<file path="src/rtl/mem_req_ctrl.sv">
// Valid/ready request front-end for a 16x32 single-port memory: in-order FIFO, one-cycle
// rden/wren issue, registered read response. Optional issue counters under `MEM_REQ_STATS_EN`.
module mem_req_ctrl #(
  parameter int AW    = 4,
  parameter int DW    = 32,
  parameter int DEPTH = 4
) (
  input  logic          clk,
  input  logic          rst,
  input  logic          req_valid,
  output logic          req_ready,
  input  logic          req_we,
  input  logic [AW-1:0] req_addr,
  input  logic [DW-1:0] req_wdata,
  output logic          rsp_valid,
  input  logic          rsp_ready,
  output logic [DW-1:0] rsp_data,
  output logic          mem_rden,
  output logic          mem_wren,
  output logic [AW-1:0] mem_addr,
  output logic [DW-1:0] mem_datain,
  input  logic [DW-1:0] mem_dataout,
  output logic          busy,
  output logic [15:0]   rd_count,
  output logic [15:0]   wr_count
);

  localparam int PW = $clog2(DEPTH);
  localparam logic [PW:0] PTR_ONE = {{PW{1'b0}}, 1'b1};

  typedef enum logic [1:0] {
    IDLE    = 2'd0,
    RD_WAIT = 2'd1,
    RESP    = 2'd2
  } state_t;

  typedef struct packed {
    logic          we;
    logic [AW-1:0] addr;
    logic [DW-1:0] wdata;
  } req_t;

  req_t        fifo_mem [DEPTH];
  req_t        head;
  logic [PW:0] wr_ptr;
  logic [PW:0] wr_ptr_vis;
  logic [PW:0] rd_ptr;
  logic        full;
  logic        empty;
  logic        head_avail;
  logic        push;
  logic        pop;
  state_t      state;
  state_t      state_n;
  logic        rsp_load;
  logic        rsp_clr;

  assign full       = (wr_ptr[PW] != rd_ptr[PW]) && (wr_ptr[PW-1:0] == rd_ptr[PW-1:0]);
  assign empty      = (wr_ptr == rd_ptr);
  // The issue side sees pushes one cycle late, so a new entry never bypasses to the memory.
  assign head_avail = (wr_ptr_vis != rd_ptr);
  assign req_ready  = !full && !rst;
  assign push       = req_valid && req_ready;
  assign head       = fifo_mem[rd_ptr[PW-1:0]];
  assign busy       = !empty || (state != IDLE);

  // NOTE: the entry storage has no reset; occupancy is defined only by the pointers,
  // so stale contents are never observed and the array can map onto plain registers/RAM.
  always_ff @(posedge clk) begin
    if (push) begin
      fifo_mem[wr_ptr[PW-1:0]] <= {req_we, req_addr, req_wdata};
    end
  end

  // NOTE: clocked state uses non-blocking assignments so every flop samples pre-edge values.
  always_ff @(posedge clk or posedge rst) begin
    if (rst) begin
      wr_ptr     <= '0;
      wr_ptr_vis <= '0;
      rd_ptr     <= '0;
    end else begin
      if (push) begin
        wr_ptr <= wr_ptr + PTR_ONE;
      end
      wr_ptr_vis <= wr_ptr;
      if (pop) begin
        rd_ptr <= rd_ptr + PTR_ONE;
      end
    end
  end

  always_ff @(posedge clk or posedge rst) begin
    if (rst) begin
      state <= IDLE;
    end else begin
      state <= state_n;
    end
  end

  always_comb begin
    // NOTE: every signal assigned here gets a default first, so no path can infer a latch.
    state_n    = state;
    pop        = 1'b0;
    rsp_load   = 1'b0;
    rsp_clr    = 1'b0;
    mem_rden   = 1'b0;
    mem_wren   = 1'b0;
    mem_addr   = '0;
    mem_datain = '0;
    case (state)
      IDLE: begin
        if (head_avail) begin
          pop      = 1'b1;
          mem_addr = head.addr;
          if (head.we) begin
            mem_wren   = 1'b1;
            mem_datain = head.wdata;
          end else begin
            mem_rden = 1'b1;
            state_n  = RD_WAIT;
          end
        end
      end
      RD_WAIT: begin
        rsp_load = 1'b1;
        state_n  = RESP;
      end
      RESP: begin
        // Issue resumes only in the cycle after the handshake.
        if (rsp_ready) begin
          rsp_clr = 1'b1;
          state_n = IDLE;
        end
      end
      default: state_n = IDLE;
    endcase
  end

  always_ff @(posedge clk or posedge rst) begin
    if (rst) begin
      rsp_valid <= 1'b0;
      rsp_data  <= '0;
    end else if (rsp_load) begin
      rsp_valid <= 1'b1;
      rsp_data  <= mem_dataout;
    end else if (rsp_clr) begin
      rsp_valid <= 1'b0;
    end
  end

`ifdef MEM_REQ_STATS_EN
  logic [15:0] rd_cnt;
  logic [15:0] wr_cnt;

  always_ff @(posedge clk or posedge rst) begin
    if (rst) begin
      rd_cnt <= '0;
      wr_cnt <= '0;
    end else begin
      if (mem_rden && (rd_cnt != 16'hFFFF)) begin
        rd_cnt <= rd_cnt + 16'd1;
      end
      if (mem_wren && (wr_cnt != 16'hFFFF)) begin
        wr_cnt <= wr_cnt + 16'd1;
      end
    end
  end

  assign rd_count = rd_cnt;
  assign wr_count = wr_cnt;
`else
  assign rd_count = 16'h0;
  assign wr_count = 16'h0;
`endif

endmodule

</file>
<file path="config.mk">
export PLATFORM = sky130hd
export DESIGN_NAME = mem_req_ctrl
export DESIGN_NICKNAME = d
export VERILOG_FILES = /design/src/rtl/mem_req_ctrl.sv
export SDC_FILE = /design/constraint.sdc
export NUM_CORES = 1
export LEC_CHECK = 0
export CORE_MARGIN = 2
export CORE_UTILIZATION = 49
export CTS_CLUSTER_DIAMETER = 30
export CTS_CLUSTER_SIZE = 30
export DETAILED_ROUTE_END_ITERATION = 12
export PLACE_DENSITY = 0.79
export REMOVE_ABC_BUFFERS = 1
export SLEW_MARGIN = 20
export SYNTH_ARGS = -nofsm -noshare
export SYNTH_HDL_FRONTEND = slang
export SYNTH_SLANG_ARGS = --single-unit
export TNS_END_PERCENT = 50
</file>
<file path="constraint.sdc">
create_clock -name clk -period 3.95 [get_ports clk]
set_input_delay 0.79 -clock clk [delete_from_list [all_inputs] [get_ports clk]]
set_output_delay 0.79 -clock clk [all_outputs]
set_load 0.02 [all_outputs]
</file>
[Word level (Yosys, flattened, before mapping)]
Memories as Yosys holds them, arrays and structs flattened.
Index checks and enable logic that the tools add are counted.
Widths: inputs -> output; s select.
Word-level totals
  bits in registers: 44
  latch bits: 0
  memory bits (writable): 148
  memory bits (read-only): 0
  input port bits: 73
  output and inout bits: 105
  word-level logic and storage cells: 53
  memories kept: 1
Memory list
  fifo_mem: depth 4, bits a word 37, rd ports 1, clocked after Yosys merged registers in 0, wr ports 1, RTL line 43  | req_t fifo_mem [DEPTH];
Cells by class
  add/subtract/negate cells: 2
  $mul: 0
  div/mod/pow operators: 0
  $lt $le $gt $ge: 0
  equality and inequality tests: 9
  shifts and indexed selects: 0
  muxes and demuxes: 24
  bitwise gates (word level): 0
  reductions and logical operators: 11
Operator list (count)
  $mux 32: 3
  $mux 1: 15
  $mux 4: 2
  $add 3x1->3 const B: 2
  $mux 2: 3
  $ne 2x2->1 const B: 3
  $pmux 2 s3: 1
  $reduce_bool 2->1: 2
  $eq 3x3->1: 1
  $logic_and 1x1->1: 3
  $logic_not 1->1: 3
  $ne 3x3->1: 1
  $reduce_and 3->1: 1
  $eq 2x1->1 const B: 1
  $eq 2x2->1: 1
  $eq 2x2->1 const B: 1
  $logic_not 2->1: 1
  $logic_or 1x1->1: 1
  $ne 1x1->1: 1

[Logic depth before layout (Yosys ltp)]
Gate-level depths: netlist of the first run.
  depth in word-level cells: 7
  mapped depth: 6

[Least setup slack after synthesis of the first run]
Ideal clock, no wire load.
  kind: input -> register
  start: input rst
  end: memory fifo_mem[3][0] (netlist name), enable pin
  library setup time: 0.454 ns
  arrival time: 2.908 ns
  path slack: 0.588 ns
  stages: 2
  buffers on the path: 0
  path through: nand3b_1 -> a31oi_1
Between the ends
  word-level cells in the longest chain between the ends: 5
RTL lines
  from (decl): RTL line 9  | input logic rst,
  $logic_not 1->1 (no line)
  $logic_and 1x1->1: RTL line 62  | assign req_ready = !full && !rst;
  $logic_and 1x1->1: RTL line 63  | assign push = req_valid && req_ready;
  $mux 1: RTL line 70  | if (push) begin
  $mux 1 (not written as such): RTL line 71  | fifo_mem[wr_ptr[PW-1:0]] <= {req_we, req_addr, req_wdata};
  to (decl): RTL line 43
Every way passes these cells.

[Worst setup path after layout of the first run]
  start: register rd_ptr[0]
  end: output mem_datain[22]
Between the ends
  word-level cells in the longest chain between the ends: 4
  elaborated cells between the ends (all ways): 5
  those cells by class: 1 x eq/ne; 3 x mux; 1 x memory
RTL lines
  from (decl): RTL line 47  | logic [PW:0] rd_ptr;
  from (signal assigned): RTL line 87  | rd_ptr <= rd_ptr + PTR_ONE;
  $mem_v2 4x37
  $mux 32: RTL line 115  | if (head.we) begin
  $mux 32 *: RTL line 112  | if (head_avail) begin
  $mux 32 *: RTL line 110  | case (state)
  to (decl): RTL line 21  | output logic [DW-1:0] mem_datain,
Every way passes the cells marked *; elsewhere a longest branch is shown, timed or not.

==> summary.md, run 1 <==
• **run status** finished, final reports clean
• **number of remaining DRC errors** 0
• **weighted congestion reported at the end of routability-driven placement** 0.7012
• **final clock period utilization by the worst path** 0.9131
• **row count** 45
• **clock tree skew after final layout** 6.668 ps
• **number of antenna violations at the first check in global routing** 0
• **cts-stage hold buffer count** 0
• **Peak supply drop** 0.0004261 V
• **Post-synth EDFFs** 148
• **TritonCTS clock tree** built
• **cell types with the highest counts after synthesis** sky130_fd_sc_hd__edfxtp_1 (148), sky130_fd_sc_hd__dfrtp_1 (44), sky130_fd_sc_hd__mux4_2 (37), sky130_fd_sc_hd__nor2b_1 (36), sky130_fd_sc_hd__mux2_2 (33)
• **share of layout cells above drive strength 1** 0.2144
• **largest net degree at the start of global routing** 39
• **antenna diode instance count** 0
• **Clock H-tree levels** 4
• **Reg clk slew, reported paths** 60 ps
• **GRT Util Overall** 0.1788
• **Crit path required time** 3160 ps
• **crit-path leading delay family** buffers and inverters
• **cell type with the highest aggregate area in the netlist** sky130_fd_sc_hd__edfxtp_1
• **maximum frequency from static timing analysis** 277.3 MHz
• **CTS root buffer** sky130_fd_sc_hd__clkbuf_16
• **first-pass GRT wire length** 21980 microns
• **Crit path arrival time** 2820 ps
• **highest fanout seen on the critical path** 37
• **synthesis-to-finish area growth** 27.99%
• **sink count of the clock tree** 192
• **leakage power summed over all cells** 0.003451 uW
• **average wire per standard cell** 18.43 microns
• **Die Footprint** 0.01675 sq mm
• **Main synth FF type** sky130_fd_sc_hd__edfxtp_1
• **Psw** 2547 uW
• **via total after detailed routing** 3965
• **library cell contributing the largest single delay on the critical path** sky130_fd_sc_hd__mux4_2
• **Max stage delay on crit path** 650 ps
• **number of placed cells counting well taps** 744
• **fraction of registers with async set or reset after synthesis** 0.2292
• **fin crit period** 3607 ps
• **synthesized area per cell** 19.56 sq um
• **Clock Latency Late Sink** 420 ps
• **critical path launch point type** flip-flop
• **most numerous cell in the Yosys netlist** sky130_fd_sc_hd__edfxtp_1
• **number of global-route vias before repair** 4154
• **Yosys warnings** 0
• **combinational cell fraction of total power** 0.433
• **post-synth design cell area** 0.007706 sq mm
• **Final Max Tran Viols** 0
• **power per cell area** 775.4 mW/mm^2
• **total power after layout** 7647 uW
• **1st-pass router iterations** 6
• **Hold WS** 450.8 ps
• **Hold Path Class** reg -> reg
• **number of synthesized register bits** 192
• **Final Hold Viols** 0
• **detailed placement HPWL** 9494 microns
• **post-synth cell types** 29
• **critical path class** reg -> out
• **placeable core region** 0.01526 sq mm
• **PortBufs** 145
• **non-filler instance count after layout** 780
• **reported max-cap violation count** 0
• **count of antenna-violating nets left after detailed routing** 0
• **Tightest Pin Transition** 740.4 ps
• **I/O pin count** 178
• **Initial Utilization** 0.5050
• **count of filler cells inserted in the layout** 1054
• **critical path buffer and inverter count** 2
• **Slew Limit Headroom** 0.5064
• **CTS Buf Count** 17
• **internal power summed over all cells** 5100 uW
• **die height** 129.4 microns
• **setup repair after global routing missed its margin** no
• **register area share after synthesis** 0.7196
• **leftover overflow at the end of global routing** 0
• **Gate Count Post-Synth** 394
• **Critical Path, Cell by Cell** buf_4 > mux4_2 > nor2b_1 > clkdlybuf4s50_1
• **most area-consuming cells after synthesis** sky130_fd_sc_hd__edfxtp_1 (58%), sky130_fd_sc_hd__dfrtp_1 (14%), sky130_fd_sc_hd__mux4_2 (11%)
• **proportion of power drawn by the clock network** 0.200
• **worst-case clock buffer depth** 2
• **overall routed net length** 14380 microns
• **Total Nets Final** 634
• **crit path capture type** primary output
• **sequential share of power** 0.367
• **number of endpoints failing setup at the final stage** 0
• **proportion of netlist area held by the largest area contributor** 0.5767
• **switching fraction of total power** 0.3331
• **violation count after the first detailed-routing iteration** 183
• **mean number of vias per cell** 5.083
• **Horiz. Die Dim** 129.4 microns
-- per-stage QoR --
step	TNS [ps]	util	area, sq um	setup WS [ps]
after global routing	0	0.6464	9863	168.6
final	0	0.6464	9863	343.4
after floorplan	-35150	-	7460	-551.4
after CTS	0	0.6436	9821	48.44
after detailed placement	0	0.6089	9291	515.1
after global placement	0	0.6089	9291	592.2
-- area by class of cell --
type                            instances  area (sq um)  share of cell area
Tap cell                              211         264.0             0.02677
Clock inverter                         14         100.1             0.01015
Clock buffer                           18         429.2             0.04351
Multi-Input combinational cell        178          1919              0.1946
Sequential cell                       192          5548              0.5625
Inverter                                7         26.28            0.002664
Timing Repair Buffer                  160          1577              0.1598
-- what timing repair did --
| item | in CTS | in global routing |
|---|---|---|
| setup endpoints to repair | 0 | 14 |
| gates resized for setup | 0 | 0 |
| setup buffers | 0 | 4 |
-- path summary, 6_finish.rpt --
path                       startpoint              to  slack, ps  depth (start not counted)
hold / removal              wr_ptr[2]   wr_ptr_vis[2]        450                          0
max in group asynchronous         rst     rsp_data[7]       2550                          3
setup / recovery            rd_ptr[0]  mem_datain[22]        340                          4
setup reg to reg            wr_ptr[1]  fifo_mem[1][5]       1430                          4
hold reg to reg             wr_ptr[2]   wr_ptr_vis[2]        450                          0
min in group asynchronous         rst       wr_ptr[2]        710                          2
-- cell usage in the layout, fill, tap and decap left out --
cell type,count
sky130_fd_sc_hd__edfxtp_1,148
sky130_fd_sc_hd__clkdlybuf4s50_1,145
sky130_fd_sc_hd__dfrtp_1,42
sky130_fd_sc_hd__mux4_2,37
sky130_fd_sc_hd__nor2b_1,35
sky130_fd_sc_hd__mux2_2,33
sky130_fd_sc_hd__conb_1,32
sky130_fd_sc_hd__clkbuf_16,17
sky130_fd_sc_hd__buf_4,14
sky130_fd_sc_hd__inv_1,6
sky130_fd_sc_hd__clkinv_2,6
sky130_fd_sc_hd__nor2_1,5
sky130_fd_sc_hd__clkinv_1,5
sky130_fd_sc_hd__ha_1,5
sky130_fd_sc_hd__xor2_1,4
sky130_fd_sc_hd__xnor2_1,4
sky130_fd_sc_hd__nand2_1,3
sky130_fd_sc_hd__and2_2,3
sky130_fd_sc_hd__a31oi_1,2
sky130_fd_sc_hd__nand3b_1,2
sky130_fd_sc_hd__o311ai_0,2
sky130_fd_sc_hd__clkinv_4,2
sky130_fd_sc_hd__dfrtp_2,2
sky130_fd_sc_hd__nor2b_2,1
sky130_fd_sc_hd__o21ai_0,1
sky130_fd_sc_hd__o311a_1,1
sky130_fd_sc_hd__mux2i_1,1
sky130_fd_sc_hd__a211o_1,1
sky130_fd_sc_hd__o31ai_4,1
sky130_fd_sc_hd__o311ai_4,1
sky130_fd_sc_hd__a31oi_4,1
sky130_fd_sc_hd__a311oi_2,1
sky130_fd_sc_hd__or4_1,1
sky130_fd_sc_hd__mux2_1,1
sky130_fd_sc_hd__clkbuf_1,1
sky130_fd_sc_hd__clkinvlp_4,1
sky130_fd_sc_hd__bufinv_16,1
sky130_fd_sc_hd__buf_12,1
-- worst register-to-register path, delay by kind of cell (launching register included) --
family | cells | cell delay (ps)
simple gates | 1 | 660
compound gates | 1 | 510
flops | 1 | 460
buf+inv | 1 | 320
xor+xnor | 1 | 280
-- flip-flops by register name, summed over array words and instances, names as in the netlist --
signal / cells
fifo_mem: 148
wr_ptr: 3
rsp_valid: 1
rd_ptr: 3
wr_ptr_vis: 3
rsp_data: 32
state: 2
-- routing by layer --
layer,global-route usage,up-vias,wire length (microns)
met5,0,-,0
met4,0.06650,0,249
met3,0.05244,17,1127
met2,0.3046,172,7050
met1,0.2181,2000,5952
li1,-,1776,-
-- power by group through the flow --
stage / clock network, uW / logic [uW] / registers (uW)
final: 1530 / 3310 / 2810
after global routing: 1660 / 3540 / 2850
after CTS: 1570 / 3300 / 2810
after detailed placement: 0 / 3280 / 2850
after global placement: 0 / 3230 / 2820
after floorplan: 0 / 1570 / 3160
-- kinds of logic after synthesis --
logic type | Yosys count | share of synthesized area
AND/OR/NAND/NOR | 50 | 0.03848
AO/OA/AOI/OAI | 11 | 0.01461
XOR/XNOR | 8 | 0.009091
other | 1 | 0.0004866
flip-flops | 192 | 0.7196
multiplexers | 72 | 0.1591
adder cells (fa/ha/maj) | 5 | 0.008118
buffers and inverters | 55 | 0.05050
Note: power is estimated with default switching activity, not from simulation.
==> inputs of run 2 (changes only) <==
- CELL_PAD_IN_SITES_DETAIL_PLACEMENT: default -> 1
- CELL_PAD_IN_SITES_GLOBAL_PLACEMENT: default -> 1
- CORE_MARGIN: 2 -> 5
- CORE_UTILIZATION: 49 -> 42
- PLACE_DENSITY: 0.79 -> 0.81
==> summary.md, run 2 (synthesis gave the netlist of run 1 again) <==
• **first-pass GRT wire length** 27030 microns, +23%
• **setup repair after global routing missed its margin** no
• **run status** finished, final reports clean
• **reported max-cap violation count** 0, unchanged
• **final sum of negative setup slack** 0 ps, unchanged
• **violation count after the first detailed-routing iteration** 174, -4.9%
• **Tightest Pin Transition** 703.1 ps, -37.22 ps
• **share of layout cells above drive strength 1** 0.2106, -0.003792
• **Clock Latency Late Sink** 430 ps, about the same
• **Crit path arrival time** 2970 ps, +150 ps
• **sequential share of power** 0.361, -0.006
• **TritonCTS clock tree** built
• **average wire per standard cell** 21.74 microns, +18%
• **maximum frequency from static timing analysis** 266.0 MHz, -4.1%
• **Clock H-tree levels** 4, unchanged
• **Final Max Tran Viols** 0, unchanged
• **Slew Limit Headroom** 0.5301, +0.02370
• **Psw** 2670 uW, +4.8%
• **critical path class** reg -> out
• **count of antenna-violating nets left after detailed routing** 0, unchanged
• **Final Hold Viols** 0, unchanged
• **worst slack, placed** 627.4 ps, +112.3 ps
• **number of stages on the worst hold path** 0, unchanged
• **CTS root buffer** sky130_fd_sc_hd__clkbuf_16
• **number of remaining DRC errors** 0, unchanged
• **number of global-route vias before repair** 4572, +10%
• **Die Footprint** 0.02116 sq mm, +26%
• **Total Nets Final** 630, -0.63%
• **mean number of vias per cell** 5.081, about the same
• **combinational cell fraction of total power** 0.418, -0.015
• **weighted congestion reported at the end of routability-driven placement** 0.7623, +8.7%
• **count of filler cells inserted in the layout** 1650, +57%
• **cts-stage hold buffer count** 0, unchanged
• **detailed placement HPWL** 11940 microns, +26%
• **fin crit period** 3759 ps, +152.5 ps
• **non-filler instance count after layout** 794, +1.8%
• **sink count of the clock tree** 192, unchanged
• **CTS Buf Count** 17, unchanged
• **most used cells in the layout excluding fill and tap cells** sky130_fd_sc_hd__edfxtp_1 (148), sky130_fd_sc_hd__clkdlybuf4s50_1 (145), sky130_fd_sc_hd__dfrtp_1 (42), sky130_fd_sc_hd__mux4_2 (37), sky130_fd_sc_hd__nor2b_1 (35)
• **number of endpoints failing setup at the final stage** 0, unchanged
• **post-layout util** 0.5509, -0.09553
• **clock tree skew after final layout** 9.879 ps, +3.210 ps
• **power per cell area** 791.7 mW/mm^2, +2.1%
• **number of placed cells counting well taps** 762, +2.4%
• **leakage power summed over all cells** 0.003454 uW, about the same
• **number of flip-flops in the largest register** 148, unchanged
• **highest fanout seen on the critical path** 20, -46%
• **post-CTS setup buffers** 0, unchanged
• **synthesis-to-finish area growth** 28.85%
• **switching fraction of total power** 0.3397, +0.006615
• **PortBufs** 145, unchanged
• **placeable core region** 0.01802 sq mm, +18%
• **critical path launch point type** flip-flop
• **largest net degree at the start of global routing** 38, -2.6%
• **crit path capture type** primary output
• **Initial Utilization** 0.4275, -0.07751
• **via total after detailed routing** 4034, +1.7%
• **leftover overflow at the end of global routing** 0, unchanged
• **Crit path required time** 3160 ps, about the same
• **Horiz. Die Dim** 145.5 microns, +12%
• **Hold Path Class** reg -> reg
• **most common cell after layout, fill and taps aside** sky130_fd_sc_hd__edfxtp_1
• **die height** 145.5 microns, +12%
• **GRT Util Overall** 0.1657, -0.01310
• **r2r worst-path depth** 4, unchanged
• **row count** 49, +8.9%
• **overall routed net length** 17260 microns, +20%
• **Reg clk slew, reported paths** 60 ps, about the same
• **final clock period utilization by the worst path** 0.9517, +0.03860
• **Final WS setup** 191.0 ps, -152.5 ps
• **Gates resized, CTS repair** 0, unchanged
• **I/O pin count** 178, unchanged
• **antenna diode instance count** 0, unchanged
• **number of antenna violations at the first check in global routing** 1, +1
• **1st-pass router iterations** 4, -2
• **internal power summed over all cells** 5190 uW, +1.8%
• **Peak supply drop** 0.0004041 V, -5.2%
• **proportion of power drawn by the clock network** 0.220, +0.020
• **worst-case clock buffer depth** 2, unchanged
[run 2: cell types whose count changed in the layout (fill, tap and decap cells not counted), sizes merged]
cell,change
buf,-4
clkinv,-4
bufinv,+2
inv,+2
clkbuf,-1
clkinvlp,+1
[run 2: worst max-delay path: stages (launching register included)]
cell and delay, ps:
sky130_fd_sc_hd__dfrtp_2 520, sky130_fd_sc_hd__xor2_1 280, sky130_fd_sc_hd__o311ai_4 700, sky130_fd_sc_hd__buf_4 390
sky130_fd_sc_hd__nor2b_1 90, sky130_fd_sc_hd__clkdlybuf4s50_1 550
[run 2: area by class of cell]
type	count	area, sq um	area share
Inverter	7	26.28	0.002646
Multi-Input combinational cell	178	1919	0.1933
Timing Repair Buffer	156	1559	0.1570
Clock inverter	15	165.2	0.01663
Tap cell	229	286.5	0.02886
Sequential cell	192	5548	0.5587
Clock buffer	17	425.4	0.04284
[run 2: final timing paths]
kind | startpoint | to | slack (ps)
max in group asynchronous | rst | rsp_data[31] | 2530
setup reg to reg | rd_ptr[1] | fifo_mem[2][33] | 1360
hold reg to reg | wr_ptr[2] | wr_ptr_vis[2] | 450
setup / recovery | rd_ptr[1] | mem_datain[16] | 190
min in group asynchronous | rst | wr_ptr_vis[1] | 710
hold / removal | wr_ptr[2] | wr_ptr_vis[2] | 450
[run 2: per-layer routing]
metal  vias to the layer above  global-route usage  part of all wire
met2                       169              0.2825              0.50
met4                         2             0.03918            0.0085
met5                         -                   0           0.00064
li1                       1762                   -                 -
met1                      2082              0.2032              0.41
met3                        19             0.05917             0.077
[run 2: metrics by stage]
stage,total power [uW],hold slack [ps],area [sq um]
global route,8270,477.5,9930
floorplan,4734,411.5,7460
CTS,7987,458.9,9930
global placement,6113,443.9,9339
finish,7861,453.1,9930
detailed placement,6224,454.8,9339
[run 2: power groups by stage]
stage	Combinational (uW)	Sequential [uW]	Clock, uW
after global placement	3260	2850	0
after CTS	3360	2850	1770
final	3290	2840	1730
after floorplan	1570	3160	0
after global routing	3520	2890	1860
after detailed placement	3330	2890	0
==> inputs of run 3 (changes only) <==
- PLACE_DENSITY: 0.81 -> 0.89
==> summary.md, run 3 (synthesis gave the netlist of run 1 again) <==
• **mean number of vias per cell** 5.048, -0.64%
• **Clock Latency Late Sink** 420 ps, about the same
• **Crit path required time** 3160 ps, about the same
• **largest net degree at the start of global routing** 39, +2.6%
• **CTS Buf Count** 17, unchanged
• **critical path class** reg -> out
• **Die Footprint** 0.02116 sq mm, unchanged
• **Crit path arrival time** 3000 ps, +30 ps
• **Hold Path Class** reg -> reg
• **maximum frequency from static timing analysis** 264.1 MHz, -0.72%
• **run status** finished, final reports clean
• **TritonCTS clock tree** built
• **overall routed net length** 17070 microns, -1.1%
• **antenna diode instance count** 0, unchanged
• **leftover overflow at the end of global routing** 0, unchanged
• **most common cell after layout, fill and taps aside** sky130_fd_sc_hd__edfxtp_1
• **weighted congestion reported at the end of routability-driven placement** 0.7047, -7.6%
• **clock tree skew after final layout** 8.352 ps, -1.526 ps
• **Gates resized, CTS repair** 0, unchanged
• **reported max-cap violation count** 0, unchanged
• **highest fanout seen on the critical path** 18, -10%
• **Final Hold Viols** 0, unchanged
• **sink count of the clock tree** 192, unchanged
• **PortBufs** 145, unchanged
• **via total after detailed routing** 4003, -0.77%
• **number of remaining DRC errors** 0, unchanged
• **Placed Area** 0.009344 sq mm, about the same
• **power per cell area** 783.9 mW/mm^2, -0.98%
• **first-pass GRT wire length** 26800 microns, -0.84%
• **crit-path leading delay family** buffers and inverters
• **Total Nets Final** 629, -0.16%
• **library cell contributing the largest single delay on the critical path** sky130_fd_sc_hd__o311ai_4
• **leakage power summed over all cells** 0.003442 uW, -0.34%
• **Slew Limit Headroom** 0.3587, -0.1714
• **post-CTS setup buffers** 0, unchanged
• **1st-pass router iterations** 4, unchanged
• **post-layout util** 0.5506, about the same
• **cell count along the critical path** 5, unchanged
• **detailed placement HPWL** 11760 microns, -1.5%
• **setup repair after global routing missed its margin** no
• **placeable core region** 0.01802 sq mm, unchanged
• **GRT Util Overall** 0.1626, -0.003154
• **Final Max Tran Viols** 0, unchanged
• **number of flip-flops in the largest register** 148, unchanged
• **crit path capture type** primary output
• **average wire per standard cell** 21.52 microns, -0.98%
• **worst slack, placed** 541.9 ps, -85.48 ps
• **Critical Path, Cell by Cell** xor2_1 > o311ai_4 > buf_4 > nor2b_1 > clkdlybuf4s50_1
• **Horiz. Die Dim** 145.5 microns, unchanged
• **critical path buffer and inverter count** 2, unchanged
• **Clock H-tree levels** 4, unchanged
• **Reg clk slew, reported paths** 70 ps, about the same
• **die height** 145.5 microns, unchanged
• **Max stage delay on crit path** 870 ps, +170 ps
• **fin crit period** 3786 ps, +27.15 ps
• **cts-stage hold buffer count** 0, unchanged
• **CTS root buffer** sky130_fd_sc_hd__clkbuf_16
• **final clock period utilization by the worst path** 0.9585, +0.006873
• **total non-filler cell area in the finished layout** 0.009925 sq mm, about the same
• **number of antenna violations at the first check in global routing** 1, unchanged
• **most used cells in the layout excluding fill and tap cells** sky130_fd_sc_hd__edfxtp_1 (148), sky130_fd_sc_hd__clkdlybuf4s50_1 (145), sky130_fd_sc_hd__dfrtp_1 (42), sky130_fd_sc_hd__mux4_2 (37), sky130_fd_sc_hd__nor2b_1 (35)
• **r2r worst-path depth** 5, +1
• **number of global-route vias before repair** 4586, +0.31%
• **Peak supply drop** 0.0004269 V, +5.6%
• **Initial Utilization** 0.4275, unchanged
• **I/O pin count** 178, unchanged
• **violation count after the first detailed-routing iteration** 208, +20%
• **share of layout cells above drive strength 1** 0.2163, +0.005693
• **worst-case clock buffer depth** 2, unchanged
• **row count** 49, unchanged
• **count of antenna-violating nets left after detailed routing** 0, unchanged
• **number of endpoints failing setup at the final stage** 0, unchanged
• **Final WS setup** 163.8 ps, -27.15 ps
• **critical path launch point type** flip-flop
• **number of stages on the worst hold path** 0, unchanged
• **synthesis-to-finish area growth** 28.79%, about the same
• **Tightest Pin Transition** 959.7 ps, +256.5 ps
==> run 3: cell types whose count changed in the layout (fill, tap and decap cells not counted), sizes merged <==
cell / before / now
buf: 11 / 10
bufinv: 3 / 1
clkinv: 9 / 6
clkinvlp: 2 / 4
inv: 8 / 11
==> run 3: final timing paths <==
| check | from | end | slack, ps |
|---|---|---|---|
| max | rd_ptr[0] | mem_datain[13] | 160 |
| min | wr_ptr[2] | wr_ptr_vis[2] | 460 |
| max reg2reg | rd_ptr[1] | fifo_mem[2][27] | 1460 |
| min reg2reg | wr_ptr[2] | wr_ptr_vis[2] | 460 |
| max in group asynchronous | rst | rsp_data[29] | 2560 |
| min in group asynchronous | rst | wr_ptr_vis[0] | 680 |
==> run 3: report_power, final <==
part           switching (uW)  total (uW)  internal, uW  leakage [uW]
combinational            1720        3310          1590       0.00131
clock                     769        1660           891      0.000274
sequential                201        2810          2610       0.00186
total                    2690        7780          5090       0.00344
==> run 3: through the flow <==
| stage | total power (uW) | TNS (ps) | instances | hold WS [ps] |
|---|---|---|---|---|
| 3_3_place_gp | 6108 | 0 | 761 | 430.8 |
| 3_5_place_dp | 6239 | 0 | 761 | 448.2 |
| 5_1_grt | 8202 | 0 | 793 | 491.3 |
| 2_1_floorplan | 4734 | -35150 | 377 | 411.5 |
| 4_1_cts | 7928 | 0 | 793 | 471.7 |
| 6_report | 7780 | 0 | 793 | 464.7 |
==> run 3: final cells by class <==
cell class / instances / area (sq um)
Clock inverter: 15 / 155.1
Timing Repair Buffer: 155 / 1564
Inverter: 7 / 26.28
Tap cell: 229 / 286.5
Multi-Input combinational cell: 178 / 1919
Sequential cell: 192 / 5548
Clock buffer: 17 / 425.4
Fill cell: 1642 / 8100
==> run 3: routing by layer <==
metal  track usage  up-vias  share of wire
met1        0.1904     2051           0.40
met3       0.05450       16          0.075
met4       0.03965        2         0.0087
met2        0.2892      166           0.52
li1              -     1768              -
met5             0        -        0.00064
